--- config.mk ---
export PLATFORM = sky130hd
export DESIGN_NAME = fetch_unit
export DESIGN_NICKNAME = d
export VERILOG_FILES = /design/src/rtl/fetch_unit.sv
export SDC_FILE = /design/constraint.sdc
export NUM_CORES = 1
export LEC_CHECK = 0
export BUFFER_PORTS_ARGS = -buffer_cell sky130_fd_sc_hd__clkbuf_2
export CAP_MARGIN = 20
export CORE_MARGIN = 8
export CORE_UTILIZATION = 38
export CTS_BUF_LIST = sky130_fd_sc_hd__clkbuf_8
export CTS_CLUSTER_SIZE = 25
export DETAILED_ROUTE_END_ITERATION = 10
export GPL_TIMING_DRIVEN = 0
export SLEW_MARGIN = 20
export SYNTH_ARGS = -nofsm -noshare
export SYNTH_HDL_FRONTEND = slang
export SYNTH_SLANG_ARGS = --single-unit
--- constraint.sdc ---
create_clock -name clk -period 4.44 [get_ports clk]
set_input_delay 0.666 -clock clk [delete_from_list [all_inputs] [get_ports clk]]
set_output_delay 0.666 -clock clk [all_outputs]
set_load 0.02 [all_outputs]
--- src/rtl/fetch_unit.sv ---
// -----------------------------------------------------------------------------
// fetch_unit
//
// Instruction-fetch stage of the 5-stage RISC-V pipeline. Owns the PC, issues
// word requests to instruction memory over a level req / ready handshake, and
// presents instruction, PC and PC+4 to the IF/ID register (which samples on
// the falling edge). Honours the hazard-unit stall and redirects on a taken
// branch/jump from EX. Any in-flight memory access is allowed to finish before
// a redirected fetch is issued.
//
// Ports:
//   clk             in   clock, all state updates on posedge
//   rst             in   synchronous active-high reset
//   stall           in   hazard stall: hold PC and outputs
//   next_pc_src     in   redirect request (taken branch/jump)
//   branch_target   in   redirect PC (low two bits ignored)
//   imem_req        out  memory request, level
//   imem_addr       out  word address of the request
//   imem_rdata      in   instruction data, valid while imem_ready=1
//   imem_ready      in   request completes this cycle
//   instruction_out out  fetched instruction, 0 when not valid
//   pc_out          out  PC of instruction_out
//   sum_out         out  pc_out + 4
//   fetch_valid     out  outputs carry a real instruction
//
// States:
//   state   | meaning
//   --------+----------------------------------------------------------------
//   S_FETCH | request at pc is outstanding; deliver on ready
//   S_HOLD  | response captured in skid while stalled; no request issued
//   S_DRAIN | redirected while a request was pending; finish it, drop data
// -----------------------------------------------------------------------------
module fetch_unit #(
  parameter int                XLEN     = 32,  // only 32 is supported
  parameter logic [XLEN-1:0]   RESET_PC = 32'h0000_0000
) (
  input  logic            clk,
  input  logic            rst,
  input  logic            stall,
  input  logic            next_pc_src,
  input  logic [XLEN-1:0] branch_target,
  output logic            imem_req,
  output logic [XLEN-1:0] imem_addr,
  input  logic [XLEN-1:0] imem_rdata,
  input  logic            imem_ready,
  output logic [XLEN-1:0] instruction_out,
  output logic [XLEN-1:0] pc_out,
  output logic [XLEN-1:0] sum_out,
  output logic            fetch_valid
);

  typedef enum logic [1:0] {
    S_FETCH = 2'd0,
    S_HOLD  = 2'd1,
    S_DRAIN = 2'd2
  } state_t;

  state_t          state;
  logic [XLEN-1:0] pc;
  logic [XLEN-1:0] pc_plus4;
  logic [XLEN-1:0] redirect_pc;
  logic [XLEN-1:0] skid_instr;
  logic [XLEN-1:0] skid_pc;
  logic [XLEN-1:0] drain_addr;

  // Redirect targets are forced onto a word boundary; the dropped bits are
  // intentionally unused.
  logic unused_tgt_lsb;
  assign unused_tgt_lsb = &{1'b0, branch_target[1:0]};

  // Modulo 2^32: 32'hFFFF_FFFC + 4 wraps to 0 with no flag.
  assign pc_plus4    = pc + 32'd4;
  assign redirect_pc = {branch_target[XLEN-1:2], 2'b00};

  // Request lines decode straight from registered state so they never glitch
  // on input changes. In DRAIN the address is the latched one, keeping it
  // stable until the pending access completes even though pc has moved on.
  assign imem_req  = (state != S_HOLD);
  assign imem_addr = (state == S_DRAIN) ? drain_addr : pc;

  always_ff @(posedge clk) begin
    if (rst) begin
      state           <= S_FETCH;
      pc              <= RESET_PC;
      instruction_out <= '0;
      pc_out          <= '0;
      sum_out         <= '0;
      fetch_valid     <= 1'b0;
      skid_instr      <= '0;
      skid_pc         <= '0;
      drain_addr      <= '0;
    end else if (next_pc_src) begin
      // Redirect beats stall in every state; whatever was fetched on the old
      // path is squashed.
      pc              <= redirect_pc;
      instruction_out <= '0;
      pc_out          <= '0;
      sum_out         <= '0;
      fetch_valid     <= 1'b0;
      skid_instr      <= '0;
      skid_pc         <= '0;
      case (state)
        S_FETCH: begin
          if (imem_ready) begin
            state <= S_FETCH;
          end else begin
            // The memory still owes us a response for pc; it must not be
            // withdrawn, so wait it out at the old address.
            drain_addr <= pc;
            state      <= S_DRAIN;
          end
        end
        S_HOLD: begin
          state <= S_FETCH;
        end
        S_DRAIN: begin
          // Newest target already written to pc; drain_addr is untouched.
          state <= imem_ready ? S_FETCH : S_DRAIN;
        end
        default: begin
          state <= S_FETCH;
        end
      endcase
    end else begin
      case (state)
        S_FETCH: begin
          if (imem_ready) begin
            if (stall) begin
              // IF/ID is frozen but the memory has already answered; park
              // the response so it is neither lost nor refetched.
              skid_instr <= imem_rdata;
              skid_pc    <= pc;
              state      <= S_HOLD;
            end else begin
              instruction_out <= imem_rdata;
              pc_out          <= pc;
              sum_out         <= pc_plus4;
              fetch_valid     <= 1'b1;
              pc              <= pc_plus4;
            end
          end else if (!stall) begin
            instruction_out <= '0;
            pc_out          <= '0;
            sum_out         <= '0;
            fetch_valid     <= 1'b0;
          end
        end
        S_HOLD: begin
          if (!stall) begin
            instruction_out <= skid_instr;
            pc_out          <= skid_pc;
            sum_out         <= skid_pc + 32'd4;
            fetch_valid     <= 1'b1;
            pc              <= pc_plus4;
            state           <= S_FETCH;
          end
        end
        S_DRAIN: begin
          // Outputs were zeroed by the redirect; the drained data is dropped.
          if (imem_ready) begin
            state <= S_FETCH;
          end
        end
        default: begin
          state <= S_FETCH;
        end
      endcase
    end
  end

endmodule
Word-level counts from Yosys, hierarchy flattened
Cells that the tools add are included.
{"block": "word_totals", "register_bits": 227, "in_bits": 69, "out_inout_bits": 130, "word_cells": 66}
{"block": "classes", "add_sub_neg": 2, "eq_ne": 11, "mux": 30, "n_bitwise": 1, "reduce_logical": 12}
{"op": "two-way mux 32 bit", "n": 14}
{"op": "case mux 32 bit (2 select lines)", "n": 4}
{"op": "adder 32 x 3 -> 32 bit, second input constant", "n": 2}
{"op": "!= test 3 bit, second input constant", "n": 5}
{"op": "two-way mux 2 bit", "n": 7}
{"op": "AND reduction 3 bit", "n": 3}
{"op": "!= test 2 bit, second input constant", "n": 3}
{"op": "case mux 2 bit (3 select lines)", "n": 1}
{"op": "AND reduction 2 bit", "n": 3}
{"op": "AND reduction 4 bit", "n": 1}
{"op": "OR reduction 2 bit", "n": 2}
{"op": "two-way mux 1 bit", "n": 3}
{"op": "nonzero test 3 bit", "n": 1}
{"op": "equality test 2 x 1 -> 1 bit, second input constant", "n": 1}
{"op": "equality test 2 bit, second input constant", "n": 1}
{"op": "zero test 2 bit", "n": 1}
{"op": "!= test 2 x 1 -> 1 bit, second input constant", "n": 1}
{"op": "case mux 1 bit (2 select lines)", "n": 1}
{"op": "nonzero test 2 bit", "n": 1}
{"op": "NOT 1 bit", "n": 1}

Logic depth before layout (Yosys ltp)
Gate-level depths: netlist of run 1.
{"block": "logic_depth", "depth_word": 5, "mapped_depth": 9, "mapped_depth_nobuf": 6}

Worst setup path before layout of run 1
OpenSTA, ideal clock, no wires.
{"block": "synth_path", "kind": "input to register", "from": "input stall", "to": "register pc[31]", "setup_time_ns": 0.091, "arrival_time_ns": 2.046, "required_ns": 4.349, "setup_slack_ns": 2.303, "path_stages": 6, "path_buffers": 1, "cell_sequence": "or2_2 > clkbuf_1 > nor2_2 > nand3_1 > or3_1 > a311oi_1"}
{"block": "synth_between", "elab_chain_cells": 4}
{"element": "start, declared", "line_no": "39", "rtl": "input logic stall,"}
{"element": "two-way mux 32 bit *"}
{"element": "two-way mux 32 bit"}
{"element": "case mux 32 bit (2 select lines) *"}
{"element": "two-way mux 32 bit *"}
{"element": "end signal, assigned", "line_no": "95", "rtl": "pc <= redirect_pc;"}
{"element": "end signal, assigned", "line_no": "139", "rtl": "pc <= pc_plus4;"}
{"element": "end signal, assigned", "line_no": "154", "rtl": "pc <= pc_plus4;"}
{"element": "end, declared", "line_no": "59", "rtl": "logic [XLEN-1:0] pc;"}
Mark *: on every way between the ends. The rest lies on a longest branch, timed or not. The select of a mux whose other input is x is not followed.
A chain may end at the register's enable or synchronous reset.

Worst setup path in the final report of run 1
{"block": "layout_path", "from": "register state[0]", "to": "output imem_addr[7]"}
{"block": "layout_between", "elab_chain_cells": 2}
{"element": "start, declared", "line_no": "58", "rtl": "state_t state;"}
{"element": "start signal, assigned", "line_no": "118", "rtl": "state <= imem_ready ? S_FETCH : S_DRAIN;"}
{"element": "equality test 2 bit", "line_no": "79", "rtl": "assign imem_addr = (state == S_DRAIN) ? drain_addr : pc;"}
{"element": "two-way mux 32 bit", "line_no": "79"}
{"element": "end, declared", "line_no": "43", "rtl": "output logic [XLEN-1:0] imem_addr,"}
Every way passes these cells.

==> results of run 1 <==
## synth_stat cells (3+ instances only)
master and instances:
xor2_1 11, dfxtp_1 217, nand3_1 28, buf_4 10, nand4_1 17, a221oi_1 46
or2_2 5, nor2_1 121, a31oi_1 13, o211a_1 5, a22oi_1 26, a311oi_1 4
nor3_2 5, buf_1 4, and3_1 6, and4_1 7, o211ai_1 3, nor3_1 58
o31a_1 14, o21a_1 7, clkbuf_1 99, a211oi_1 54, a21oi_1 102, mux2_2 30
xnor2_1 41, or3_1 7, o21ai_0 49, buf_2 29, nor4_1 28, nand2_1 211
inv_1 8
## per-stage QoR
stage / std cells / hold slack [ps] / power [W] / setup WS (ps)
after global placement: 1831 / 439 / 0.00275 / 1580
after CTS: 1902 / 334 / 0.00475 / 1510
after floorplan: 1302 / 434 / 0.00251 / 2300
final: 1902 / 351 / 0.00473 / 1520
after global routing: 1902 / 345 / 0.00493 / 1420
after detailed placement: 1831 / 447 / 0.00275 / 1570
## final cells by class
cell class	count	area share, %
multi-input combinational	931	42.8
sequential	217	34.4
timing repair buffer	188	7.46
clock buffer	51	5.56
buffer	144	4.94
tap	341	3.38
clock inverter	20	1.12
inverter	10	0.297
## path summary, 6_finish.rpt
check,startpoint,end,slack (ps)
worst max-delay path,state[0],imem_addr[7],1520
worst min-delay path,imem_rdata[26],skid_instr[26],350
worst max register to register,state[0],sum_out[11],1660
worst min register to register,drain_addr[28],drain_addr[28],450
## power by group through the flow
stage	Combinational, W	Clock (W)	Sequential, W
after floorplan	0.000376	0	0.00213
after global placement	0.000644	0	0.00210
after detailed placement	0.000646	0	0.00211
after CTS	0.000649	0.00204	0.00206
after global routing	0.000704	0.00215	0.00207
final	0.000651	0.00201	0.00207
## kinds of logic after synthesis
kind of cell / Yosys count / synth area share, %
buffers and inverters: 154 / 6.36
other: 1 / 0.0361
AOI/OAI and AO/OA: 327 / 20.8
and+or+nand+nor: 514 / 23.2
DFF: 217 / 41.8
muxes: 30 / 3.25
adders and majority gates: 2 / 0.241
xor gates and xnor gates: 52 / 4.38
## critical path: stages (launching register included)
cell,delay [ps]
dfxtp_1,460
nand2b_1,200
clkbuf_1,490
mux2_2,420
clkbuf_2,160
## sequential cells by signal, summed over array words and instances, names as in the netlist
name             flops
pc_out              30
skid_pc             30
instruction_out     32
fetch_valid          1
pc                  30
drain_addr          30
sum_out             30
skid_instr          32
state                2
## metal layers
layer | vias up | GRT usage [%] | routed length, µm
met2 | 386 | 33.2 | 16000
met4 | 2 | 6.43 | 850
met1 | 4916 | 29.2 | 17300
met3 | 69 | 4.69 | 2550
li1 | 5093 | - | -
met5 | - | 0 | 13
==> run_results.csv, run 1 <==
group,metric,value,unit
run_status,outcome,"finished, final reports clean",
power_and_ir_drop,combPwrFrac,13.8,%
drt,vias_per_cell,5.50,
sta,hold_violations,0,
synth,ys_seq_elements,217,
clock_network,cts-resized-gates,0,
power_and_ir_drop,switching_power,0.00136,W
synth,netlist_top_cells_area,"dfxtp_1 (42%), nand2_1 (7.6%), a21oi_1 (4.9%), nor2_1 (4.4%), a211oi_1 (3.9%)",
power_and_ir_drop,internal_power,0.00337,W
final_layout,final_util,47.0,%
floorplan,rows,60,
final_layout,n_antenna_cell,0,
worst_setup_path,required,3770,ps
synth,yosys.cell_types.count,54,
worst_setup_path,worst-setup-path-type,"register to primary output",
drt,drt_wl_total,36600,µm
clock_network,cts_made_buffers,40,
final_layout,layout_commonest_cell,"dfxtp_1",
clock_network,insertion_delay,550,ps
synth,syn_area_per_cell,8.01,µm²
final_layout,design_area,12600,µm²
final_layout,layout.nets,1603,
final_layout,multi_input_area,5410,µm²
sta,tightest_slew,728,ps
global_routing,grt_first_pass_wirelength,56700,µm
min_path,hold_path.class,"primary input to register",
synth,synth_top_cell_area_share,41.8,%
global_routing,grt_pass1_vias,10100,
global_routing,grt_overflow,0,
power_and_ir_drop,p_per_area,375,nW/µm²
floorplan,die_width,181,µm
job,maxCapViolCount,0,
sta,max_freq,342,MHz
sta,rsz0062_at_grt,"false",
synth,synth-edff-count,0,
global_routing,antenna_found_initial,1,
power_and_ir_drop,peakVddDrop,206,µV
clock_network,postCtsSetupBuffers,0,
floorplan,pin_count,199,
final_layout,fill_cells,2760,
synth,netlist_instances,1297,
synth,yosysTopAreaCell,"dfxtp_1",
placed_design,hpwl,27600,µm
drt,vias,10500,
global_routing,grt_max_degree,11,
floorplan,die_y,181,µm
synth,netlist_area,10400,µm²
worst_setup_path,r2r_cells,9,
drt,first_pass_iters,5,
sta,period_share,65.8,%
worst_setup_path,arrival,2260,ps
sta,period_needed,2920,ps
floorplan,start_util,38.7,%
clock_network,cts_buffer_depth,3,
clock_network,cts.sink_count,217,
drt,post_drt_wl_per_cell,19.3,µm
sta,finalSetupTns,0,ps
worst_setup_path,crit_path_start_kind,"register",
power_and_ir_drop,p_clk_share,42.6,%
placed_design,gp_congestion,0.891,
clock_network,cts_tree,"yes",
placed_design,placed_cell_area,11800,µm²
clock_network,clkSlewWorstSetupHoldPaths,60,ps
clock_network,cts_root_buffer,"clkbuf_8",
floorplan,dieArea,32900,µm²
floorplan,coreArea,26900,µm²
drt,drc,0,
sta,skew,27.9,ps
global_routing,grt.total_usage,21.4,%
power_and_ir_drop,p_seq_share,43.7,%
final_layout,syn2layout_area_growth,21.5,%
drt,drtIter0Drc,761,
synth,synth_ff_type,"dfxtp_1",
final_layout,layout_common_cells,"dfxtp_1 (217), nand2_1 (211), clkbuf_2 (189)",
min_path,whs_path_depth,3,
clock_network,cts_hold_buf,0,
power_and_ir_drop,p_sw_share,28.7,%
sta,final-setup-viol-count,0,
placed_design,io_buffers,188,
final_layout,final_layout_size_suffix_gt1_share,21.7,%
sta,slew_viol_final,0,
clock_network,h-tree-depth,2,
synth,ys_async_sr_fraction,0,%
worst_setup_path,worst-path-max-fanout,10,
synth,synth_warnings,0,
power_and_ir_drop,power.leakage,4.75,nW
worst_setup_path,end_kind,"primary output",
synth,synth-seq-area-share,41.8,%
drt,ant_nets,0,
sta,slew-limit-headroom,51.5,%
final_layout,seq_area,4340,µm²
(Power assumes the default switching activity.)
==> run 2: changes to the inputs <==
- clock period: 4.44 -> 2.58 ns (I/O delays scaled with it)
==> run_results.csv, run 2 (synthesized netlist as in run 1, its figures left out) <==
group,metric,value,unit
power_and_ir_drop,p_per_area,643,nW/µm²
sta,finalSetupTns,0,ps
placed_design,hpwl,27600,µm
drt,ant_nets,0,
sta,slew_viol_final,0,
sta,period_needed,2500,ps
clock_network,cts_made_buffers,40,
global_routing,grt_max_degree,11,
clock_network,h-tree-depth,2,
placed_design,io_buffers,188,
job,maxCapViolCount,0,
worst_setup_path,worst-setup-path-type,"register to register",
clock_network,cts_tree,"yes",
clock_network,insertion_delay,550,ps
drt,post_drt_wl_per_cell,19.3,µm
drt,first_pass_iters,7,
clock_network,cts_buffer_depth,3,
floorplan,die_y,181,µm
global_routing,grt.total_usage,21.4,%
sta,holdWs,77.9,ps
sta,max_freq,400,MHz
min_path,min-delay-start,"imem_rdata[26]",
global_routing,antenna_found_initial,1,
worst_setup_path,r2r_cells,9,
placed_design,placed_cell_area,11800,µm²
worst_setup_path,worst-path-max-fanout,10,
min_path,whs_path_depth,3,
floorplan,die_width,181,µm
final_layout,design_area,12700,µm²
power_and_ir_drop,power.leakage,4.77,nW
sta,tightest_slew,740,ps
worst_setup_path,arrival,2920,ps
drt,drc,0,
clock_network,cts_root_buffer,"clkbuf_8",
clock_network,clkSlewWorstSetupHoldPaths,60,ps
final_layout,layout_common_cells,"dfxtp_1 (215), nand2_1 (211), clkbuf_2 (192)",
final_layout,layout_commonest_cell,"dfxtp_1",
worst_setup_path,cpMostUsedCell,"buf_2",
final_layout,layout.nets,1603,
placed_design,gp_congestion,0.891,
worst_setup_path,cpPeakStageDelay,470,ps
sta,rsz0062_at_grt,"false",
floorplan,pin_count,199,
final_layout,syn2layout_area_growth,21.8,%
worst_setup_path,slowest_stage,"dfxtp_1",
floorplan,rows,60,
sta,period_share,97.0,%
global_routing,grt_pass1_vias,10100,
final_layout,final_util,47.1,%
drt,vias_per_cell,5.53,
min_path,hold_path_end,"skid_instr[26]",
worst_setup_path,crit_path_start_kind,"register",
floorplan,coreArea,26900,µm²
sta,final-setup-viol-count,0,
floorplan,dieArea,32900,µm²
floorplan,start_util,38.7,%
sta,skew,28.8,ps
final_layout,n_antenna_cell,0,
worst_setup_path,reg2reg_to,"sum_out[11]",
worst_setup_path,required,3000,ps
sta,hold_violations,0,
drt,vias,10500,
final_layout,reg.largest.list,"instruction_out (32), skid_instr (32)",
worst_setup_path,rr_startpoint,"state[0]",
power_and_ir_drop,total_power,0.00814,W
worst_setup_path,end_kind,"register",
drt,drtIter0Drc,817,
worst_setup_path,reg2reg_slack,80,ps
min_path,hold_path.class,"primary input to register",
global_routing,grt_overflow,0,
clock_network,postCtsSetupBuffers,0,
worst_setup_path,path_cells,"nor2b_1 > buf_2 > clkinv_2 > and2_1 > buf_2 > buf_2 > buf_2 > a221oi_2 > nor2_1",
sta,slew-limit-headroom,50.6,%
global_routing,grt_first_pass_wirelength,56700,µm
drt,drt_wl_total,36700,µm
final_layout,final_layout_size_suffix_gt1_share,22.4,%
run_status,outcome,"finished, final reports clean",
clock_network,cts.sink_count,217,
power_and_ir_drop,peakVddDrop,354,µV
## run 2: cell counts in the layout (fill, tap and decap cells not counted)
No cell type changed its count.
## run 2: stage by stage
stage          instances  setup slack, ps
2_1_floorplan       1302              475
3_3_place_gp        1831            -95.9
3_5_place_dp        1831             -125
4_1_cts             1902             53.1
5_1_grt             1902             1.18
6_report            1902             77.6
## run 2: power breakdown
group	switching (W)	internal, W
clock	0.00148	0.00198
combinational	0.000766	0.000360
sequential	0.0000799	0.00348
## run 2: final cells by class
type | instances | area (µm²)
Clock inverter | 20 | 141
Fill cell | 2750 | 14200
Tap cell | 341 | 427
Timing Repair Buffer | 188 | 941
Inverter | 10 | 38.8
Buffer | 144 | 627
Sequential cell | 217 | 4350
Clock buffer | 51 | 702
Multi-Input combinational cell | 931 | 5440
## run 2: worst max path at each step
stage,start,endpoint,slack [ps]
2_1_floorplan,pc[3],pc[18],480
3_3_place_gp,state[0],sum_out[12],-100
3_5_place_dp,state[0],sum_out[11],-120
4_1_cts,state[0],sum_out[11],50
5_1_grt,state[1],sum_out[25],1
6_report,state[0],sum_out[11],80
## run 2: per-layer routing
metal	vias up	wire length, µm	track usage (%)
met4	2	886	6.43
met3	69	2700	4.69
met1	4943	17100	29.2
li1	5095	-	-
met2	401	16000	33.2
met5	-	13	0
## run 2: critical path: cells and delay by family, from the launching register on
family / cells / cell delay [ps]
compound gates: 1 / 350
buf+inv: 5 / 1120
flops: 1 / 470
simple gates: 3 / 450
## run 2: timing repair
item                                    4_1_cts  5_1_grt
gates resized for setup                       5        7
endpoints found under the setup margin       27        6
hold buffers                                  0        0
